===== src/rtl/uart_tx_param_if.sv =====
// Word-side handshake of the UART transmit engine: data word, valid/ready and per-frame mode bits.
interface uart_tx_param_if #(
    parameter int DATA_WIDTH = 8
);
    logic [DATA_WIDTH-1:0] pdata;
    logic                  data_valid;
    logic                  data_ready;
    logic                  parity_en;
    logic                  parity_type;
    logic                  stop_two;

    modport master (
        output pdata, data_valid, parity_en, parity_type, stop_two,
        input  data_ready
    );

    modport slave (
        input  pdata, data_valid, parity_en, parity_type, stop_two,
        output data_ready
    );
endinterface


===== src/rtl/uart_tx_param.sv =====
// UART transmit engine: start bit, LSB-first data, optional parity, one or two stop bits, one bit per clock.
// Define TX_HOLD_REG_EN to add a one-entry holding register for back-to-back frames.
module uart_tx_param #(
    parameter int DATA_WIDTH = 8
) (
    input  logic           i_clk,
    input  logic           i_rst_n,
    uart_tx_param_if.slave tx_if,
    output logic           o_tx_out,
    output logic           o_busy,
    output logic           o_frame_done
);
    localparam int CNT_W = $clog2(DATA_WIDTH);

    typedef enum logic [2:0] {
        ST_IDLE,
        ST_START,
        ST_DATA,
        ST_PARITY,
        ST_STOP
    } state_t;

    state_t                r_state;
    state_t                w_state_next;
    logic [CNT_W-1:0]      r_bit_cnt;
    logic [CNT_W-1:0]      w_bit_cnt_next;
    logic                  r_stop_second;
    logic                  w_stop_second_next;
    logic [DATA_WIDTH-1:0] r_shift;
    logic                  r_par_en;
    logic                  r_par_type;
    logic                  r_stop_two;

    logic                  w_xfer;
    logic                  w_last_stop;
    logic                  w_slot_free;
    logic                  w_launch;
    logic                  w_tx_next;
    logic                  w_frame_done_next;
    logic [DATA_WIDTH-1:0] w_load_data;
    logic                  w_load_par_en;
    logic                  w_load_par_type;
    logic                  w_load_stop_two;

    assign w_xfer      = tx_if.data_valid && tx_if.data_ready;
    assign w_last_stop = (r_state == ST_STOP) && (!r_stop_two || r_stop_second);
    // A new frame may start from IDLE or straight after the final stop bit, leaving no idle gap.
    assign w_slot_free = (r_state == ST_IDLE) || w_last_stop;

`ifdef TX_HOLD_REG_EN
    logic                  r_hold_full;
    logic [DATA_WIDTH-1:0] r_hold_data;
    logic                  r_hold_par_en;
    logic                  r_hold_par_type;
    logic                  r_hold_stop_two;
    logic                  w_from_hold;
    logic                  w_fill_hold;

    assign tx_if.data_ready = i_rst_n && !r_hold_full;
    assign w_from_hold      = r_hold_full && w_slot_free;
    assign w_fill_hold      = w_xfer && !w_slot_free;
    assign w_launch         = w_from_hold || (w_xfer && w_slot_free);
    assign w_load_data      = w_from_hold ? r_hold_data     : tx_if.pdata;
    assign w_load_par_en    = w_from_hold ? r_hold_par_en   : tx_if.parity_en;
    assign w_load_par_type  = w_from_hold ? r_hold_par_type : tx_if.parity_type;
    assign w_load_stop_two  = w_from_hold ? r_hold_stop_two : tx_if.stop_two;

    // Refill and drain never coincide: a transfer needs an empty hold entry.
    always_ff @(posedge i_clk) begin
        if (!i_rst_n) begin
            r_hold_full <= 1'b0;
        end else if (w_fill_hold) begin
            r_hold_full <= 1'b1;
        end else if (w_from_hold) begin
            r_hold_full <= 1'b0;
        end
    end

    always_ff @(posedge i_clk) begin
        if (w_fill_hold) begin
            r_hold_data     <= tx_if.pdata;
            r_hold_par_en   <= tx_if.parity_en;
            r_hold_par_type <= tx_if.parity_type;
            r_hold_stop_two <= tx_if.stop_two;
        end
    end
`else
    assign tx_if.data_ready = i_rst_n && w_slot_free;
    assign w_launch         = w_xfer;
    assign w_load_data      = tx_if.pdata;
    assign w_load_par_en    = tx_if.parity_en;
    assign w_load_par_type  = tx_if.parity_type;
    assign w_load_stop_two  = tx_if.stop_two;
`endif

    // NOTE: every always_comb output gets a default first so no path can infer a latch.
    always_comb begin
        w_state_next       = r_state;
        w_bit_cnt_next     = r_bit_cnt;
        w_stop_second_next = 1'b0;

        case (r_state)
            ST_IDLE: begin
                if (w_launch) begin
                    w_state_next = ST_START;
                end
            end
            ST_START: begin
                w_state_next   = ST_DATA;
                w_bit_cnt_next = '0;
            end
            ST_DATA: begin
                if (r_bit_cnt == CNT_W'(DATA_WIDTH - 1)) begin
                    w_state_next = r_par_en ? ST_PARITY : ST_STOP;
                end else begin
                    w_bit_cnt_next = r_bit_cnt + CNT_W'(1);
                end
            end
            ST_PARITY: begin
                w_state_next = ST_STOP;
            end
            ST_STOP: begin
                if (!w_last_stop) begin
                    w_stop_second_next = 1'b1;
                end else begin
                    w_state_next = w_launch ? ST_START : ST_IDLE;
                end
            end
            default: begin
                w_state_next = ST_IDLE;
            end
        endcase

        // Line value is looked up for the state being entered so the output can be registered.
        case (w_state_next)
            ST_START:  w_tx_next = 1'b0;
            ST_DATA:   w_tx_next = r_shift[w_bit_cnt_next];
            ST_PARITY: w_tx_next = (^r_shift) ^ r_par_type;
            default:   w_tx_next = 1'b1;
        endcase

        w_frame_done_next = (w_state_next == ST_STOP) && (!r_stop_two || w_stop_second_next);
    end

    // NOTE: sequential state uses non-blocking assignments so all registers update from pre-edge values.
    always_ff @(posedge i_clk) begin
        if (!i_rst_n) begin
            r_state       <= ST_IDLE;
            r_bit_cnt     <= '0;
            r_stop_second <= 1'b0;
            o_tx_out      <= 1'b1;
            o_busy        <= 1'b0;
            o_frame_done  <= 1'b0;
        end else begin
            r_state       <= w_state_next;
            r_bit_cnt     <= w_bit_cnt_next;
            r_stop_second <= w_stop_second_next;
            o_tx_out      <= w_tx_next;
            o_busy        <= (w_state_next != ST_IDLE);
            o_frame_done  <= w_frame_done_next;
        end
    end

    // NOTE: the frame datapath has no reset; it is always loaded at launch before any state reads it.
    always_ff @(posedge i_clk) begin
        if (w_launch) begin
            r_shift    <= w_load_data;
            r_par_en   <= w_load_par_en;
            r_par_type <= w_load_par_type;
            r_stop_two <= w_load_stop_two;
        end
    end
endmodule


===== src/flat_wrapper.sv =====
// flat-port wrapper written by rule: the top's interface ports become plain ports
module uart_tx_param_flat 
#(
    parameter int DATA_WIDTH = 8
)
  (i_clk, i_rst_n, o_tx_out, o_busy, o_frame_done, tx_if_pdata, tx_if_data_valid, tx_if_parity_en, tx_if_parity_type, tx_if_stop_two, tx_if_data_ready);
  uart_tx_param_if #(.DATA_WIDTH(DATA_WIDTH)) tx_if_i ();
  input  logic i_clk;
  input  logic i_rst_n;
  output logic o_tx_out;
  output logic o_busy;
  output logic o_frame_done;
  input wire logic [$bits(tx_if_i.pdata)-1:0] tx_if_pdata;
  input wire logic [$bits(tx_if_i.data_valid)-1:0] tx_if_data_valid;
  input wire logic [$bits(tx_if_i.parity_en)-1:0] tx_if_parity_en;
  input wire logic [$bits(tx_if_i.parity_type)-1:0] tx_if_parity_type;
  input wire logic [$bits(tx_if_i.stop_two)-1:0] tx_if_stop_two;
  output wire logic [$bits(tx_if_i.data_ready)-1:0] tx_if_data_ready;
  assign tx_if_i.pdata = tx_if_pdata;
  assign tx_if_i.data_valid = tx_if_data_valid;
  assign tx_if_i.parity_en = tx_if_parity_en;
  assign tx_if_i.parity_type = tx_if_parity_type;
  assign tx_if_i.stop_two = tx_if_stop_two;
  assign tx_if_data_ready = tx_if_i.data_ready;
  uart_tx_param #(.DATA_WIDTH(DATA_WIDTH)) u_core (.i_clk(i_clk), .i_rst_n(i_rst_n), .tx_if(tx_if_i), .o_tx_out(o_tx_out), .o_busy(o_busy), .o_frame_done(o_frame_done));
endmodule

===== config.mk =====
export PLATFORM = sky130hd
export DESIGN_NAME = uart_tx_param_flat
export DESIGN_NICKNAME = d
export VERILOG_FILES = /design/src/rtl/uart_tx_param_if.sv /design/src/rtl/uart_tx_param.sv /design/src/flat_wrapper.sv
export SDC_FILE = /design/constraint.sdc
export NUM_CORES = 1
export LEC_CHECK = 0
export ABC_AREA = 0
export BUFFER_PORTS_ARGS = -buffer_cell sky130_fd_sc_hd__buf_4
export CORE_ASPECT_RATIO = 0.8
export CORE_MARGIN = 2
export CORE_UTILIZATION = 45
export DETAILED_ROUTE_END_ITERATION = 7
export PLACE_DENSITY_LB_ADDON = 0.15
export RECOVER_POWER = 100
export SYNTH_ARGS = -nofsm -noshare
export SYNTH_HDL_FRONTEND = slang
export SYNTH_SLANG_ARGS = --single-unit

===== constraint.sdc =====
create_clock -name i_clk -period 5.15 [get_ports i_clk]
set_clock_uncertainty 0.1 [all_clocks]
set_input_delay 0 -clock i_clk [delete_from_list [all_inputs] [get_ports i_clk]]
set_output_delay 0 -clock i_clk [all_outputs]
set_load 0.05 [all_outputs]

=== Word-level counts from Yosys, hierarchy flattened ===
Index checks and enable logic that the tools add are counted.

* Equal/unequal tests: 9
* Multipliers: 0
* Reduce and logical (&&, ||, !) cells: 11
* Mux-type cells: 13
* Divide/modulo/power cells: 0
* Bitwise logic cells: 1
* Shift-type cells: 0
* $lt $le $gt $ge: 1
* $add $sub $neg: 1

{| class="wikitable"
|+ Operators with widths
! kind !! count
|-
| 2-to-1 mux 3 bit || 5
|-
| case mux 3 bit (5 select lines) || 1
|-
| == test 3 x 2 -> 1 bit, second input constant || 4
|-
| == test 3 bit, second input constant || 3
|-
| parity 8 bit || 1
|-
| == test 3 x 1 -> 1 bit, second input constant || 2
|-
| case mux 3 bit (2 select lines) || 1
|-
| logical AND 1 bit || 4
|-
| less-than comparator 3 x 4 -> 1 bit, second input constant || 1
|-
| 2-to-1 mux 1 bit || 4
|-
| adder 3 x 1 -> 3 bit, second input constant || 1
|-
| binary-select mux 1 bit (select 3 bit) || 1
|-
| logical NOT 3 bit || 1
|-
| logical OR 1 bit || 3
|-
| case mux 1 bit (3 select lines) || 1
|-
| nonzero test 3 bit || 1
|-
| logical NOT 1 bit || 1
|-
| bitwise XOR 1 bit || 1
|}

* Memories kept: 0
* Bits in latches: 0
* Bits in registers: 21
* Bits of input ports: 14
* Bits in writable memories: 0
* ROM bits: 0

=== Depth between registers and ports, before layout ===
Gate-level depths: netlist of run 1.

* Depth after elaboration: 11
* Gate-level depth with buffers: 8
* Depth with buffers taken out: 7

=== Least setup slack after synthesis of run 1 ===
Ideal clock, no wire load.

* Path type: register to register
* Start point: register u_core.r_state[0]
* End point: register u_core.o_tx_out
* Setup time: 133 ps
* Arrival: 1795 ps
* Stages on the path, launching flop included: 8
* Buffers on the path: 1
* Required time: 4917 ps
* Setup slack: 3122 ps
* Cells stage by stage: dfxtp_1 > buf_4 > nor2_1 > and3_1 > and2_1 > nor2_1 > nand2_1 > o211ai_2

* Word-level cells in the longest chain between the ends: 10

{| class="wikitable"
|+ Ends and longest elaborated chain
! element !! RTL line !! text
|-
| start: declaration || uart_tx_param.sv:23 || <nowiki>state_t r_state;</nowiki>
|-
| start signal: assignment || uart_tx_param.sv:155 || <nowiki>r_state <= w_state_next;</nowiki>
|-
| == test 3 bit || uart_tx_param.sv:46 || <nowiki>assign w_last_stop = (r_state == ST_STOP) && (!r_stop_two || r_stop_second);</nowiki>
|-
| logical AND 1 bit || uart_tx_param.sv:46 ||
|-
| logical OR 1 bit * || uart_tx_param.sv:48 || <nowiki>assign w_slot_free = (r_state == ST_IDLE) || w_last_stop;</nowiki>
|-
| logical AND 1 bit * || uart_tx_param.sv:88 || <nowiki>assign tx_if.data_ready = i_rst_n && w_slot_free;</nowiki>
|-
| named net tx_if_data_ready || flat_wrapper.sv:18 || <nowiki>output wire logic [$bits(tx_if_i.data_ready)-1:0] tx_if_data_ready;</nowiki>
|-
| logical AND 1 bit * || uart_tx_param.sv:45 || <nowiki>assign w_xfer = tx_if.data_valid && tx_if.data_ready;</nowiki>
|-
| named net u_core.w_launch || uart_tx_param.sv:37 || <nowiki>logic w_launch;</nowiki>
|-
| 2-to-1 mux 1 bit || uart_tx_param.sv:126 || <nowiki>w_state_next = w_launch ? ST_START : ST_IDLE;</nowiki>
|-
| 2-to-1 mux 3 bit || uart_tx_param.sv:123 || <nowiki>if (!w_last_stop) begin</nowiki>
|-
| case mux 3 bit (5 select lines) * || uart_tx_param.sv:102 || <nowiki>case (r_state)</nowiki>
|-
| == test 3 x 2 -> 1 bit / == test 3 x 1 -> 1 bit (equally long branches) || uart_tx_param.sv:135 || <nowiki>case (w_state_next)</nowiki>
|-
| case mux 1 bit (3 select lines) * || uart_tx_param.sv:135 ||
|-
| end signal: assignment || uart_tx_param.sv:158 || <nowiki>o_tx_out <= w_tx_next;</nowiki>
|-
| end: declaration || uart_tx_param.sv:9 || <nowiki>output logic o_tx_out,</nowiki>
|}

Mark *: on every way through the listed nets, which the timed path passes. The rest lies on a longest branch. The select of a mux whose other input is x is not followed.
A chain may end at the register's enable or synchronous reset.

=== Worst setup path after layout of run 1 ===
* Start point: register u_core.r_bit_cnt[0]
* End point: register u_core.o_tx_out

* Word-level cells in the longest chain between the ends: 6

{| class="wikitable"
|+ Ends and longest elaborated chain
! element !! RTL line !! text
|-
| start: declaration || uart_tx_param.sv:25 || <nowiki>logic [CNT_W-1:0] r_bit_cnt;</nowiki>
|-
| start signal: assignment || uart_tx_param.sv:156 || <nowiki>r_bit_cnt <= w_bit_cnt_next;</nowiki>
|-
| adder 3 x 1 -> 3 bit / == test 3 bit (equally long branches) || uart_tx_param.sv:116, uart_tx_param.sv:113 ||
|-
| 2-to-1 mux 3 bit || uart_tx_param.sv:113 || <nowiki>if (r_bit_cnt == CNT_W'(DATA_WIDTH - 1)) begin</nowiki>
|-
| case mux 3 bit (2 select lines) || uart_tx_param.sv:102 ||
|-
| binary-select mux 1 bit (select 3 bit) || uart_tx_param.sv:137 || <nowiki>ST_DATA: w_tx_next = r_shift[w_bit_cnt_next];</nowiki>
|-
| 2-to-1 mux 1 bit (not written as such) || uart_tx_param.sv:137 ||
|-
| case mux 1 bit (3 select lines) * || uart_tx_param.sv:135 ||
|}

Every way passes the cells marked *; elsewhere a longest branch is shown, timed or not. The select of a mux whose other input is x is not followed.

==> impl.org, run 1 <==
** Worst setup path
- Critical Path Source Type :: register
- In this run the critical register-to-register path is launched from u_core.r_bit_cnt[0].
- Arrival time worst endpoint :: 2.20 ns
- Worst Path Class, Setup :: reg -> reg
- Cells along the critical path :: ha_1 -> nand2_1 -> a211oi_1 -> or2_2 -> o21ai_0 -> o31ai_2 -> o211ai_2
- The critical path starts at u_core.r_bit_cnt[0].
- Data on the critical path is required at its endpoint by 5.25 ns.
- STA classifies the critical path endpoint as a register.
- Cell with the biggest individual delay on the critical path :: sky130_fd_sc_hd__a211oi_1
- Of all nets on the critical path, the largest fanout is 5.
- Max stage delay on crit path :: about 0.42 ns

** Outcome
- The flow ran to the end, and the final reports show no timing, DRC or antenna violations.

** Synthesis
- For this run, the register share of the synthesized area comes to 0.515.
- Top flip-flop cell by instance count after synthesis :: sky130_fd_sc_hd__edfxtp_1
- Avg Cell Area, Syn :: 10.7 um^2
- The mapped netlist covers 1030 um^2.
- Post-synth EDFFs :: 11
- Proportion of synthesized flip-flops having asynchronous set or reset :: 0
- The number of nets in the synthesized netlist is approximately 110.
- Cells after synthesis :: 96
- The synthesized design contains 21 register bits.
- Count of synthesis-stage warnings from yosys :: 0
- Number of distinct standard cells referenced by the synthesized netlist :: 34

** Floorplan
- The total area inside the core boundary comes to 2160 um^2.
- Row generation in the floorplan step produced 15 rows.
- Initial core utilization :: 0.478
- Total die area :: 2690 um^2
- Count of boundary I/O pins :: 18
- Die Y :: between 40 and 50 um
- Die width :: about 58 um

** Finish
- The library cell used most frequently in the layout, excluding fill and tap cells, is sky130_fd_sc_hd__clkbuf_4.
- At the end of the flow the core is filled with cells to 0.603.
- Highest-count cells in the layout ignoring fill and taps :: sky130_fd_sc_hd__clkbuf_4 (14), sky130_fd_sc_hd__dlygate4sd3_1 (12), sky130_fd_sc_hd__edfxtp_1 (11)
- Post-layout net count :: 142
- 0 antenna diodes ended up in the layout.
- In the final layout, the share of cells above drive strength 1 is 0.198.
- Synthesis-to-layout area growth :: 26.2%

** STA
- Setup violations remaining at the end of the flow were counted as 0.
- Period utilization :: 0.407
- Tightest slew margin relative to the limit :: 0.405
- The number of max-slew violations in the final report was 0.
- Sum of negative setup slack :: 0 ns
- Derived from the worst setup path, the maximum achievable clock frequency is 477 MHz.
- Shortest clock period the worst path allows after layout :: about 2.1 ns
- The final-report hold violation count is 0.
- Least-Margin Pin Slew :: 0.892 ns
- On the final layout, the worst hold slack is 0.323 ns.
- Setup repair after global routing left no endpoint under its margin.

** Min path
- Startpoint of the tightest hold check path :: tx_if_pdata[6]
- Class of the most critical hold timing path :: in -> reg

** Route
- # DRC :: 0
- Met3 WL post-DR :: 89 um
- In the final routing, the length of wire on met1 measures 945 um.
- Met2 wire length :: 840 um
- Dividing the detail-routed via count by the number of cells gives 5.25.
- For this block, the via count after detailed routing is 792.
- Highest routed layer :: met4
- The detailed router finished its first iteration with 7 violations.
- In the final routed layout, each cell accounts on average for 12.7 um.
- Remaining antenna violation count :: 0
- Total length of routed wires :: between 1.5 and 2 mm
- TritonRoute pass-1 iters :: 4

** Placed design
- RD Place Congestion :: 0.823
- Placed wire-length estimate after detailed placement :: 1.40 mm
- The count of buffers added on input and output ports is 17.

** Global route
- The initial antenna violation count came to 0.
- In the global route stage, overall resource usage came out at 0.161.
- Remaining Overflow, GRT :: 0
- First-pass GRT wire length :: 3.11 mm
- Entering global routing, the biggest net connects 15 pins.
- Via count of the first global-routing pass :: about 730

** Clock network
- Post-CTS Repair Setup Buffers :: 0
- Total of hold buffers inserted after clock tree synthesis :: 12
- In this run the deepest clock path goes through 2 buffers.
- Num Clock Sinks :: 21
- For the worst-skew pair, the clock arrives at the later sink with an insertion delay of about 0.30 ns.
- In this run, post-CTS repair resized a total of 0 instances.
- TritonCTS clock tree :: done
- Inserted Clock Buffers :: 3
- Clock H-tree levels :: 1
- CTS placed an instance of sky130_fd_sc_hd__clkbuf_4 at the clock tree root.
- After clock tree synthesis, the clock-pin slew on the worst setup and hold paths is between 0.1 and 0.15 ns.

** Power and ir drop
- For this design the static power due to leakage is 0.467 nW.
- Worst ir drop on vdd :: 219 uV
- Dividing total power by cell area gives a power density of 248 nW/um^2.

** Run
- Count of max-cap constraint violations :: 0
[area by class of cell]
cell class | count | area, um^2
timing repair buffer | 29 | 233
tap | 25 | 31.3
inverter | 4 | 15.0
multi-input combinational | 68 | 462
fill | 172 | 857
clock inverter | 1 | 7.51
sequential | 21 | 531
clock buffer | 3 | 22.5
[state kept, by name, indices dropped and copies added (netlist names)]
signal and count:
u_core.r_shift 8, u_core.r_state 3, u_core.r_par_en 1, u_core.o_busy 1
u_core.o_frame_done 1, u_core.o_tx_out 1, u_core.r_stop_second 1, u_core.r_bit_cnt 3
u_core.r_stop_two 1, u_core.r_par_type 1
[final timing paths]
| kind | endpoint | slack, ns | cells after the start |
|---|---|---|---|
| setup / recovery | u_core.o_tx_out | 3.05 | 7 |
| hold reg to reg | u_core.o_frame_done | 0.38 | 1 |
| setup reg to reg | u_core.o_tx_out | 3.05 | 7 |
| hold / removal | u_core.r_shift[6] | 0.32 | 2 |
[where the power goes]
group | internal (W) | switching [W] | total [W]
Sequential | 0.000184 | 0.00000572 | 0.000189
Combinational | 0.0000270 | 0.0000262 | 0.0000532
Clock | 0.0000296 | 0.0000513 | 0.0000809
Total | 0.000240 | 0.0000832 | 0.000323
[Yosys cell counts (2+ instances only)]
library cell	count	area share
sky130_fd_sc_hd__o21ai_0	7	0.034
sky130_fd_sc_hd__nand2b_1	3	0.018
sky130_fd_sc_hd__nand2_1	4	0.015
sky130_fd_sc_hd__edfxtp_1	11	0.32
sky130_fd_sc_hd__or2_1	2	0.012
sky130_fd_sc_hd__and2b_4	2	0.019
sky130_fd_sc_hd__mux2i_1	3	0.029
sky130_fd_sc_hd__and2_1	4	0.024
sky130_fd_sc_hd__dfxtp_1	10	0.19
sky130_fd_sc_hd__xnor2_1	8	0.068
sky130_fd_sc_hd__nand3_1	2	0.0097
sky130_fd_sc_hd__nor2_1	9	0.033
sky130_fd_sc_hd__inv_1	4	0.015
sky130_fd_sc_hd__a211oi_1	4	0.029
sky130_fd_sc_hd__a21oi_1	4	0.019
[per-stage QoR]
step / setup slack [ns] / area [um^2] / total power (W) / std cells
floorplan: 3.12 / 1030 / 0.000227 / 96
global placement: 3.21 / 1170 / 0.000241 / 135
detailed placement: 3.10 / 1170 / 0.000241 / 135
CTS: 3.08 / 1320 / 0.000329 / 151
global route: 2.89 / 1300 / 0.000341 / 151
finish: 3.05 / 1300 / 0.000323 / 151
[layer usage]
layer / up-vias / GRT usage
li1: 406 / -
met1: 358 / 0.201
met2: 21 / 0.250
met3: 7 / 0.0579
met4: 0 / 0.0884
met5: - / 0
[worst max-delay path: cells and delay by family (launching register included)]
family	cells	cell delay, ns
compound gates	4	0.87
flops	1	0.40
fa+ha+maj	1	0.26
simple gates	2	0.36
[logic make-up after synthesis]
kind of cell	share of synthesized area
flip-flops	0.515
XOR/XNOR	0.0680
adder cells (fa/ha/maj)	0.0121
buffers and inverters	0.0376
multiplexers	0.0400
AND/OR/NAND/NOR	0.165
AO/OA/AOI/OAI	0.163
(Power assumes the default switching activity.)
==> inputs of run 2 (changes only) <==
--- a/config.mk
+++ b/config.mk
@@ -5,7 +5,7 @@
 export SDC_FILE = /design/constraint.sdc
 export NUM_CORES = 1
 export LEC_CHECK = 0
-export ABC_AREA = 0
+export ABC_AREA = 1
 export BUFFER_PORTS_ARGS = -buffer_cell sky130_fd_sc_hd__buf_4
 export CORE_ASPECT_RATIO = 0.8
 export CORE_MARGIN = 2
==> constraint.sdc (replaced) <==
create_clock -name i_clk -period 2 [get_ports i_clk]
set_clock_uncertainty 0.1 [all_clocks]
set_input_delay 0 -clock i_clk [delete_from_list [all_inputs] [get_ports i_clk]]
set_output_delay 0 -clock i_clk [all_outputs]
set_load 0.05 [all_outputs]
==> run 2 against run 1 <==
Against the previous run: via count is 13% higher; clock-buffer cell count stayed put; sequential power grew to 2.6 times the previous value; combinational power grew to 2.7 times the previous value; global-route usage is 1.9 points higher; critical endpoint unchanged; largest cell class unchanged; largest power group unchanged; highest routed layer unchanged.
==> impl.org, run 2 <==
** Clock network
- Clock H-tree levels :: 1 (unchanged)
- The TritonCTS clock tree was done (unchanged).
- Clk buf depth :: 2 (unchanged)
- Post-cts repair resize count :: 0 (unchanged)
- The total number of clock tree sinks is 21 (unchanged).
- The clock latency at the later pin of the worst-skew pair came to 0.31 ns (was 0.30 ns).
- Inserted Clock Buffers :: 3 (unchanged)
- The clock-pin slew on the worst setup and hold paths is 0.12 ns (about the same).
- The library cell used as clock root buffer is sky130_fd_sc_hd__clkbuf_4 (unchanged).

** STA
- The final total negative setup slack came to 0 ns (unchanged).
- Slew Limit Fails :: 0 (unchanged)
- The relative max-transition margin came to 0.600 (was 0.405).
- Shortest clock period the worst path allows after layout :: 1.77 ns (was 2.10 ns)
- The highest clock frequency the design can meet was 565 MHz (was 477 MHz).
- Final setup violation count :: 0 (unchanged)
- The post-route fraction of the period consumed by the critical path was 0.886 (was 0.407).
- Final hold slack :: 0.318 ns (was 0.323 ns)
- The final-report hold violation count was 0 (unchanged).
- The transition time at the pin with the least slew margin came to 0.602 ns (was 0.892 ns).
- Unrepaired setup endpoints after global routing: false (unchanged).

** Run
- Count of max-cap constraint violations :: 0 (unchanged)

** Placed design
- Placed wire-length estimate after detailed placement :: 1.50 mm (was 1.40 mm)
- Number of cells after detailed placement :: 164 (was 135)
- IO buf count :: 17 (unchanged)
- The post-placement cell area came to 1180 um^2 (was 1170 um^2).
- The final weighted congestion in routability-driven placement is 0.861 (was 0.823).

** Worst setup path
- Element type at the critical path end :: register (unchanged)
- Arrival time worst endpoint :: 1.89 ns (was 2.20 ns)
- The highest cell delay on the worst timing path is 0.41 ns (was 0.42 ns).
- Cells along the critical path: ha_1 -> nand2_1 -> nand2_1 -> nand2_1 -> nand2_2 -> nand2_2 -> nand2_1 -> nand3_1 -> nand3_1 -> nand3_1 -> nand2_1 -> nand2_1 (was ha_1 -> nand2_1 -> a211oi_1 -> or2_2 -> o21ai_0 -> o31ai_2 -> o211ai_2).
- Crit path from :: u_core.r_bit_cnt[0] (unchanged)
- The beginning of the worst register-to-register path was u_core.r_bit_cnt[0] (unchanged).
- Worst Path Class, Setup :: reg -> reg (unchanged)
- The peak fanout along the critical path was 6 (was 5).
- Required time at the endpoint of the critical path :: 2.12 ns (was 5.25 ns)
- The critical path's slowest cell is sky130_fd_sc_hd__dfxtp_1 (was sky130_fd_sc_hd__a211oi_1).
- The sort of element at the start of the critical path is a register (unchanged).
- Counting stages on the worst path, the most repeated cell is sky130_fd_sc_hd__nand2_1.
- The reg-to-reg setup timing slack came to 0.23 ns (was 3.05 ns).

** Synthesis
- Fraction of the mapped netlist area in compound gates :: 0.0380 (was 0.163)
- Count leader, synth :: sky130_fd_sc_hd__nand2_1 (was sky130_fd_sc_hd__edfxtp_1)
- Proportion of synthesized flip-flops having asynchronous set or reset :: 0 (unchanged)
- The dominant combinational cell family by area after synthesis was simple AND/OR/NAND/NOR gates (unchanged).
- Register bit total from synthesis :: 21 (unchanged)
- The most used flip-flop cell after synthesis is sky130_fd_sc_hd__edfxtp_1 (unchanged).
- Top post-synthesis cells by area: sky130_fd_sc_hd__edfxtp_1 (32%), sky130_fd_sc_hd__dfxtp_1 (20%), sky130_fd_sc_hd__nand2_1 (13%) (was sky130_fd_sc_hd__edfxtp_1 (32%), sky130_fd_sc_hd__dfxtp_1 (19%), sky130_fd_sc_hd__xnor2_1 (6.8%)).
- Xor and xnor fraction of the mapped netlist area :: 0.0687 (was 0.0680)
- Cell type with the largest total area after synthesis :: sky130_fd_sc_hd__edfxtp_1 (unchanged)
- Area share of the leading cell type in the synthesized netlist :: 0.324 (was 0.320)
- The post-synthesis share of cell area spent on full adders, half adders and majority gates was 0.0123 (was 0.0121).
- The simple-gate area share of the yosys netlist was 0.306 (was 0.165).
- Part of the Yosys area used for sequential elements :: 0.520 (was 0.515)
- Avg Cell Area, Syn :: 8.29 um^2 (was 10.7 um^2)
- The count of mapped cells out of synthesis is 123 (was 96).
- Leading cell types by count after synthesis :: sky130_fd_sc_hd__nand2_1 (35), sky130_fd_sc_hd__nand3_1 (19), sky130_fd_sc_hd__inv_1 (13) (was sky130_fd_sc_hd__edfxtp_1 (11), sky130_fd_sc_hd__dfxtp_1 (10), sky130_fd_sc_hd__nor2_1 (9))
- Syn Nets :: 138 (was 111)
- Number of distinct standard cells referenced by the synthesized netlist :: 19 (was 34)
- The count of flip-flops with a built-in enable after synthesis is 11 (unchanged).
- Synth Cell Area :: 1020 um^2 (was 1030 um^2)
- Post-synthesis mux area share :: 0 (was 0.0400)
- The number of warnings reported in the yosys synthesis log was 0 (unchanged).

** Power and ir drop
- Leakage component of the power :: 0.565 nW (was 0.467 nW)
- Total power divided by cell area :: 636 nW/um^2 (was 248 nW/um^2)
- The power after layout came to 0.000836 W (was 0.000323 W).
- The power share of the clock group is 0.248 (was 0.250).
- The worst supply voltage drop on vdd came to 475 uV (was 219 uV).
- The switching part of the total is 0.268 (was 0.257).
- Cell internal power dissipation :: 0.000612 W (was 0.000240 W)
- The sequential group share of total power was 0.582 (was 0.585).
- Logic pwr share :: 0.170 (was 0.164)
- Switching component of the power :: 0.000224 W (was 0.0000832 W)

** Floorplan
- Std-Cell Core Area :: 2160 um^2 (unchanged)
- Die width :: 57.2 um (was 57.5 um)
- Count of boundary I/O pins :: 18 (unchanged)
- Number of cell rows :: 15 (unchanged)
- The die outline area was 2670 um^2 (was 2690 um^2).
- Initial core utilization :: 0.472 (was 0.478)
- Die Y :: 46.6 um (was 46.8 um)

** Finish
- The number of nets in the layout is 172 (was 142).
- The growth of design area from synthesis to finish is 29.0% (was 26.2%).
- Highest-count cells in the layout ignoring fill and taps :: sky130_fd_sc_hd__nand2_1 (35), sky130_fd_sc_hd__nand3_1 (19), sky130_fd_sc_hd__clkbuf_4 (14) (was sky130_fd_sc_hd__clkbuf_4 (14), sky130_fd_sc_hd__dlygate4sd3_1 (12), sky130_fd_sc_hd__edfxtp_1 (11))
- The diode insertion count for antenna repair came to 0 (unchanged).
- The number of standard cells in the layout, taps in and fillers out is 181 (was 151).
- Largest registers ranked by flip-flop count: u_core.r_shift x8, u_core.r_bit_cnt x3, u_core.r_state x3 (unchanged).
- Share of final-layout standard cells stronger than drive strength 1 :: 0.135 (was 0.198)
- The most common cell after layout, fill and taps aside was sky130_fd_sc_hd__nand2_1 (was sky130_fd_sc_hd__clkbuf_4).
- Number of flip-flops under the largest register name :: 8 (unchanged)
- Most flops, register :: u_core.r_shift (unchanged)
- The summed area of non-filler cells in the final layout is 1320 um^2 (was 1300 um^2).

** Global route
- Pin count of the biggest net entering global routing :: 14 (was 15)
- Via count of the first global-routing pass :: 818 (was 729)
- Antenna violations before repair :: 0 (unchanged)
- First-pass GRT wire length :: 3.51 mm (was 3.11 mm)
- The global-route total usage across every layer was 0.181 (was 0.161).
- Remaining Overflow, GRT :: 0 (unchanged)

** Min path
- Startpoint of the tightest hold check path :: tx_if_stop_two (was tx_if_pdata[6])
- The class of the tightest hold or removal check was in -> reg (unchanged).

** Route
- TritonRoute pass-1 iters :: 4 (unchanged)
- Number of violations reported at the end of detailed-routing iteration 0 :: 43 (was 7)
- Vias post-DR :: 894 (was 792)
- The routed wirelength normalized by instance count came to 11.1 um (was 12.7 um).
- Total length of routed wires :: 2.01 mm (was 1.92 mm)
- The count of antenna-violating nets left after detailed routing is 0 (unchanged).
- The number of vias per cell came to 4.94 (was 5.25).
- # DRC :: 0 (unchanged)

** Outcome
- Status :: finished, final reports clean (unchanged)
[run 2: final timing paths]
path,end,cells after the start
worst max-delay path,u_core.o_tx_out,12
worst min-delay path,u_core.r_stop_two,2
worst max register to register,u_core.o_tx_out,12
worst min register to register,u_core.o_frame_done,1
[run 2: kinds of logic (layout without fill, tap and decap cells)]
family | count (synthesis) | in the layout
flops | 21 | 21
simple gates | 71 | 71
xor+xnor | 8 | 8
fa+ha+maj | 1 | 1
buf+inv | 15 | 48
compound gates | 7 | 7
[run 2: timing repair]
item / CTS / global route
endpoints found under the hold margin: 17 / 0
hold buffers: 13 / 0
buffers inserted: 0 / 0
setup endpoints to repair: 0 / 0
[run 2: per-layer routing]
metal	routed length, um	track usage	vias to the layer above
li1	-	-	466
met1	940	0.229	405
met2	978	0.303	21
met3	79	0.0590	2
met4	15	0.0465	0
met5	0	0	-
[run 2: critical path: cells and delay by family, from the launching register on]
| family | cells | cell delay, ns |
|---|---|---|
| simple gates | 11 | 0.93 |
| fa+ha+maj | 1 | 0.23 |
| flops | 1 | 0.41 |
[run 2: layout make-up]
type	count	area, um^2
clock inverters	1	7.51
well taps	25	31.3
repair buffers	30	243
flip-flops and latches	21	531
clock buffers	3	22.5
multi-input cells	87	428
fillers	179	843
inverters	14	52.6
[run 2: power groups by stage]
stage	sequential [W]	clock (W)	combinational, W
finish	0.000486	0.000208	0.000142
global route	0.000489	0.000235	0.000157
CTS	0.000486	0.000220	0.000150
detailed placement	0.000496	0	0.000130
global placement	0.000495	0	0.000126
floorplan	0.000504	0	0.0000784
[run 2: stage by stage]
stage	worst slack [ns]	utilization
6_report	0.229	0.609
5_1_grt	0.0569	0.609
4_1_cts	0.227	0.621
3_5_place_dp	0.247	0.547
3_3_place_gp	0.305	0.547
2_1_floorplan	0.124	-
==> inputs of run 3 (changes only) <==
--- a/config.mk
+++ b/config.mk
@@ -8,9 +8,9 @@
 export ABC_AREA = 1
 export BUFFER_PORTS_ARGS = -buffer_cell sky130_fd_sc_hd__buf_4
 export CORE_ASPECT_RATIO = 0.8
-export CORE_MARGIN = 2
 export CORE_UTILIZATION = 45
 export DETAILED_ROUTE_END_ITERATION = 7
+export HOLD_SLACK_MARGIN = 0.12
 export PLACE_DENSITY_LB_ADDON = 0.15
 export RECOVER_POWER = 100
 export SYNTH_ARGS = -nofsm -noshare
==> run 3 against run 2 <==
Against the previous run: first-iteration DRC count grew 7.0%; combinational power hardly changed; largest power group unchanged; highest routed layer unchanged; wire length grew 4.1%; die area shrank 7.6%; core utilization grew 0.53 points; global-route usage grew 0.63 points; setup slack lost 0.00084 ns; fmax is essentially flat; sequential power is essentially flat.
==> impl.org, run 3 (synthesized netlist as in run 2, its figures left out) <==
** Outcome
- Status :: finished, final reports clean (unchanged)

** Clock network
- Clock edge transition at the registers on the reported setup and hold paths :: 0.12 ns (about the same)
- The deepest level of the CTS H-tree came to 1 (unchanged).
- The library cell used as clock root buffer is sky130_fd_sc_hd__clkbuf_4 (unchanged).
- The clock latency at the later pin of the worst-skew pair came to 0.31 ns (about the same).
- TritonCTS clock tree :: done (unchanged)
- The number of buffers inserted during clock tree synthesis is 3 (unchanged).
- Num Clock Sinks :: 21 (unchanged)
- Clk buf depth :: 2 (unchanged)

** Finish
- Synthesis-to-layout area growth :: 29.0% (unchanged)
- Layout fillers :: 205 (was 179)
- Diode insertion count for antenna repair :: 0 (unchanged)
- The footprint of the multi-input gates is 428 um^2 (unchanged).
- Most flops, register :: u_core.r_shift (unchanged)
- The utilization after layout is 0.615 (was 0.609).
- The area occupied by registers came to 531 um^2 (unchanged).
- Post-layout net count :: 172 (unchanged)
- Number of flip-flops under the largest register name :: 8 (unchanged)
- Leading cell type in the layout, fill and taps excluded :: sky130_fd_sc_hd__nand2_1 (unchanged)
- The number of standard cells in the layout, taps in and fillers out is 181 (unchanged).
- Share of final-layout standard cells stronger than drive strength 1 :: 0.135 (unchanged)
- Largest registers ranked by flip-flop count: u_core.r_shift x8, u_core.r_bit_cnt x3, u_core.r_state x3 (unchanged).
- Highest-count cells in the layout ignoring fill and taps :: sky130_fd_sc_hd__nand2_1 (35), sky130_fd_sc_hd__nand3_1 (19), sky130_fd_sc_hd__clkbuf_4 (14) (unchanged)

** STA
- The final total negative setup slack came to 0 ns (unchanged).
- The post-route fraction of the period consumed by the critical path was 0.886 (about the same).
- The final-report hold violation count is 0 (unchanged).
- Shortest clock period the worst path allows after layout :: 1.77 ns (about the same)
- The number of max-slew violations in the final report came to 0 (unchanged).
- Tightest slew margin relative to the limit :: 0.600 (about the same)
- Highest clock frequency the design can meet :: 564 MHz (was 565 MHz)
- Final setup violation count :: 0 (unchanged)
- The transition time at the pin with the least slew margin was 0.603 ns (was 0.602 ns).
- Unrepaired setup endpoints after global routing :: false (unchanged)

** Worst setup path
- Critical Path End :: u_core.o_tx_out (unchanged)
- The critical path startpoint was u_core.r_bit_cnt[0] (unchanged).
- The cell family contributing the most delay on the critical path is simple AND/OR/NAND/NOR gates (unchanged).
- Crit path top cell by count :: sky130_fd_sc_hd__nand2_1 (unchanged)
- Startpoint of the most critical register-to-register path :: u_core.r_bit_cnt[0] (unchanged)
- The data required time at the worst endpoint is 2.12 ns (about the same).
- The number of cells on the worst reg-to-reg path came to 12 (unchanged).
- Cells along the critical path: ha_1 -> nand2_1 -> nand2_1 -> nand2_1 -> nand2_2 -> nand2_2 -> nand2_1 -> nand3_1 -> nand3_1 -> nand3_1 -> nand2_1 -> nand2_1 (unchanged).
- Maximum fanout encountered on the critical timing path :: 6 (unchanged)
- The type of the worst setup path is reg -> reg (unchanged).
- WP buf/inv :: 0 (unchanged)
- Cell with the biggest individual delay on the critical path :: sky130_fd_sc_hd__dfxtp_1 (unchanged)
- Max stage delay on crit path :: 0.41 ns (about the same)
- RR Endpoint :: u_core.o_tx_out (unchanged)
- The sort of element at the end of the critical path is a register (unchanged).
- The reg-to-reg setup timing slack came to 0.23 ns (about the same).
- The data arrival time of the critical path is 1.90 ns (was 1.89 ns).
- Critical Path Source Type :: register (unchanged)
- The cell count along the critical path was 12 (unchanged).

** Power and ir drop
- Sequential Power Share :: 0.577 (was 0.582)
- Logic pwr share :: 0.171 (was 0.170)
- The power share of the clock group came to 0.252 (was 0.248).
- The power after layout came to 0.000842 W (was 0.000836 W).
- Switching component of the power :: 0.000230 W (was 0.000224 W)
- The leakage component of the power is 0.565 nW (unchanged).
- Cell internal power dissipation :: 0.000612 W (about the same)
- Total power divided by cell area :: 641 nW/um^2 (was 636 nW/um^2)
- The switching part of the total was 0.273 (was 0.268).
- Worst ir drop on vdd :: 429 uV (was 475 uV)

** Global route
- Global-route usage over all layers :: 0.187 (was 0.181)
- Via count of the first global-routing pass :: 830 (was 818)
- The initial antenna violation count is 0 (unchanged).
- The global route total overflow came to 0 (unchanged).
- First-pass GRT wire length :: 3.44 mm (was 3.51 mm)
- The pin count of the biggest net entering global routing came to 14 (unchanged).

** Route
- Remaining antenna violation count :: 0 (unchanged)
- The detailed router's first-iteration violation count is 46 (was 43).
- TritonRoute pass-1 iters :: 4 (unchanged)
- The total length of routed wires came to 2.10 mm (was 2.01 mm).
- Routed length per instance :: 11.6 um (was 11.1 um)
- Vias post-DR :: 910 (was 894)
- Ratio of routed vias to standard cells :: 5.03 (was 4.94)
- # DRC :: 0 (unchanged)

** Placed design
- The final weighted congestion in routability-driven placement was 0.894 (was 0.861).
- IO buf count :: 17 (unchanged)
- The cell total after placement was 164 (unchanged).
- Placed wire-length estimate after detailed placement :: 1.53 mm (was 1.50 mm)

** Floorplan
- Initial core utilization :: 0.477 (was 0.472)
- Number of cell rows :: 15 (unchanged)
- Die width :: 55.2 um (was 57.2 um)
- The core area came to 2140 um^2 (was 2160 um^2).
- Total die area :: 2460 um^2 (was 2670 um^2)
- Die Y :: 44.6 um (was 46.6 um)
- Count of boundary I/O pins :: 18 (unchanged)

** Min path
- The class of the tightest hold or removal check is in -> reg (unchanged).

** Run
- Count of max-cap constraint violations :: 0 (unchanged)
## run 3: power groups by stage
stage	clock, W	combinational [W]	sequential [W]
after floorplan	0	0.0000784	0.000504
after CTS	0.000220	0.000151	0.000486
final	0.000212	0.000144	0.000486
after global routing	0.000230	0.000159	0.000489
after detailed placement	0	0.000131	0.000496
after global placement	0	0.000125	0.000495
## run 3: final cells by class
cell class                 instances  area share
timing repair buffer              30       0.185
sequential                        21       0.403
clock buffer                       3      0.0171
inverter                          14      0.0400
multi-input combinational         87       0.325
tap                               25      0.0238
clock inverter                     1     0.00571
## run 3: repair_timing
item	CTS	global route
setup endpoints to repair	0	0
hold buffers	13	0
hold endpoints to repair	21	0
setup buffers	0	0
resized for setup	0	0
## run 3: worst min path at each step
stage | start | to | slack (ns) | cells after the start
2_1_floorplan | tx_if_parity_en | u_core.r_par_en | -0.001 | 0
3_3_place_gp | tx_if_pdata[2] | u_core.r_shift[2] | 0.08 | 1
3_5_place_dp | tx_if_pdata[4] | u_core.r_shift[4] | 0.08 | 1
4_1_cts | tx_if_parity_en | u_core.r_par_en | 0.29 | 2
5_1_grt | tx_if_pdata[0] | u_core.r_shift[0] | 0.31 | 2
6_report | tx_if_parity_type | u_core.r_par_type | 0.31 | 2
## run 3: worst register-to-register path, cell delays in order, from the launching register on
cell and delay [ns]:
sky130_fd_sc_hd__dfxtp_1 0.41, sky130_fd_sc_hd__ha_1 0.23, sky130_fd_sc_hd__nand2_1 0.16, sky130_fd_sc_hd__nand2_1 0.09, sky130_fd_sc_hd__nand2_1 0.06, sky130_fd_sc_hd__nand2_2 0.12, sky130_fd_sc_hd__nand2_2 0.09, sky130_fd_sc_hd__nand2_1 0.06
sky130_fd_sc_hd__nand3_1 0.07, sky130_fd_sc_hd__nand3_1 0.09, sky130_fd_sc_hd__nand3_1 0.08, sky130_fd_sc_hd__nand2_1 0.06, sky130_fd_sc_hd__nand2_1 0.05
## run 3: through the flow
stage	instance area [um^2]	hold WS [ns]	setup slack, ns
2_1_floorplan	1030	-0.00113	0.124
3_3_place_gp	1180	0.0777	0.301
3_5_place_dp	1180	0.0794	0.263
4_1_cts	1340	0.288	0.238
5_1_grt	1320	0.308	0.0317
6_report	1320	0.314	0.228
## run 3: layer usage
layer	vias to the layer above	wire length, um	GRT usage
met1	397	926	0.222
met5	-	0	0
met2	42	981	0.335
met4	0	36	0.0600
li1	465	-	-
met3	6	151	0.0526
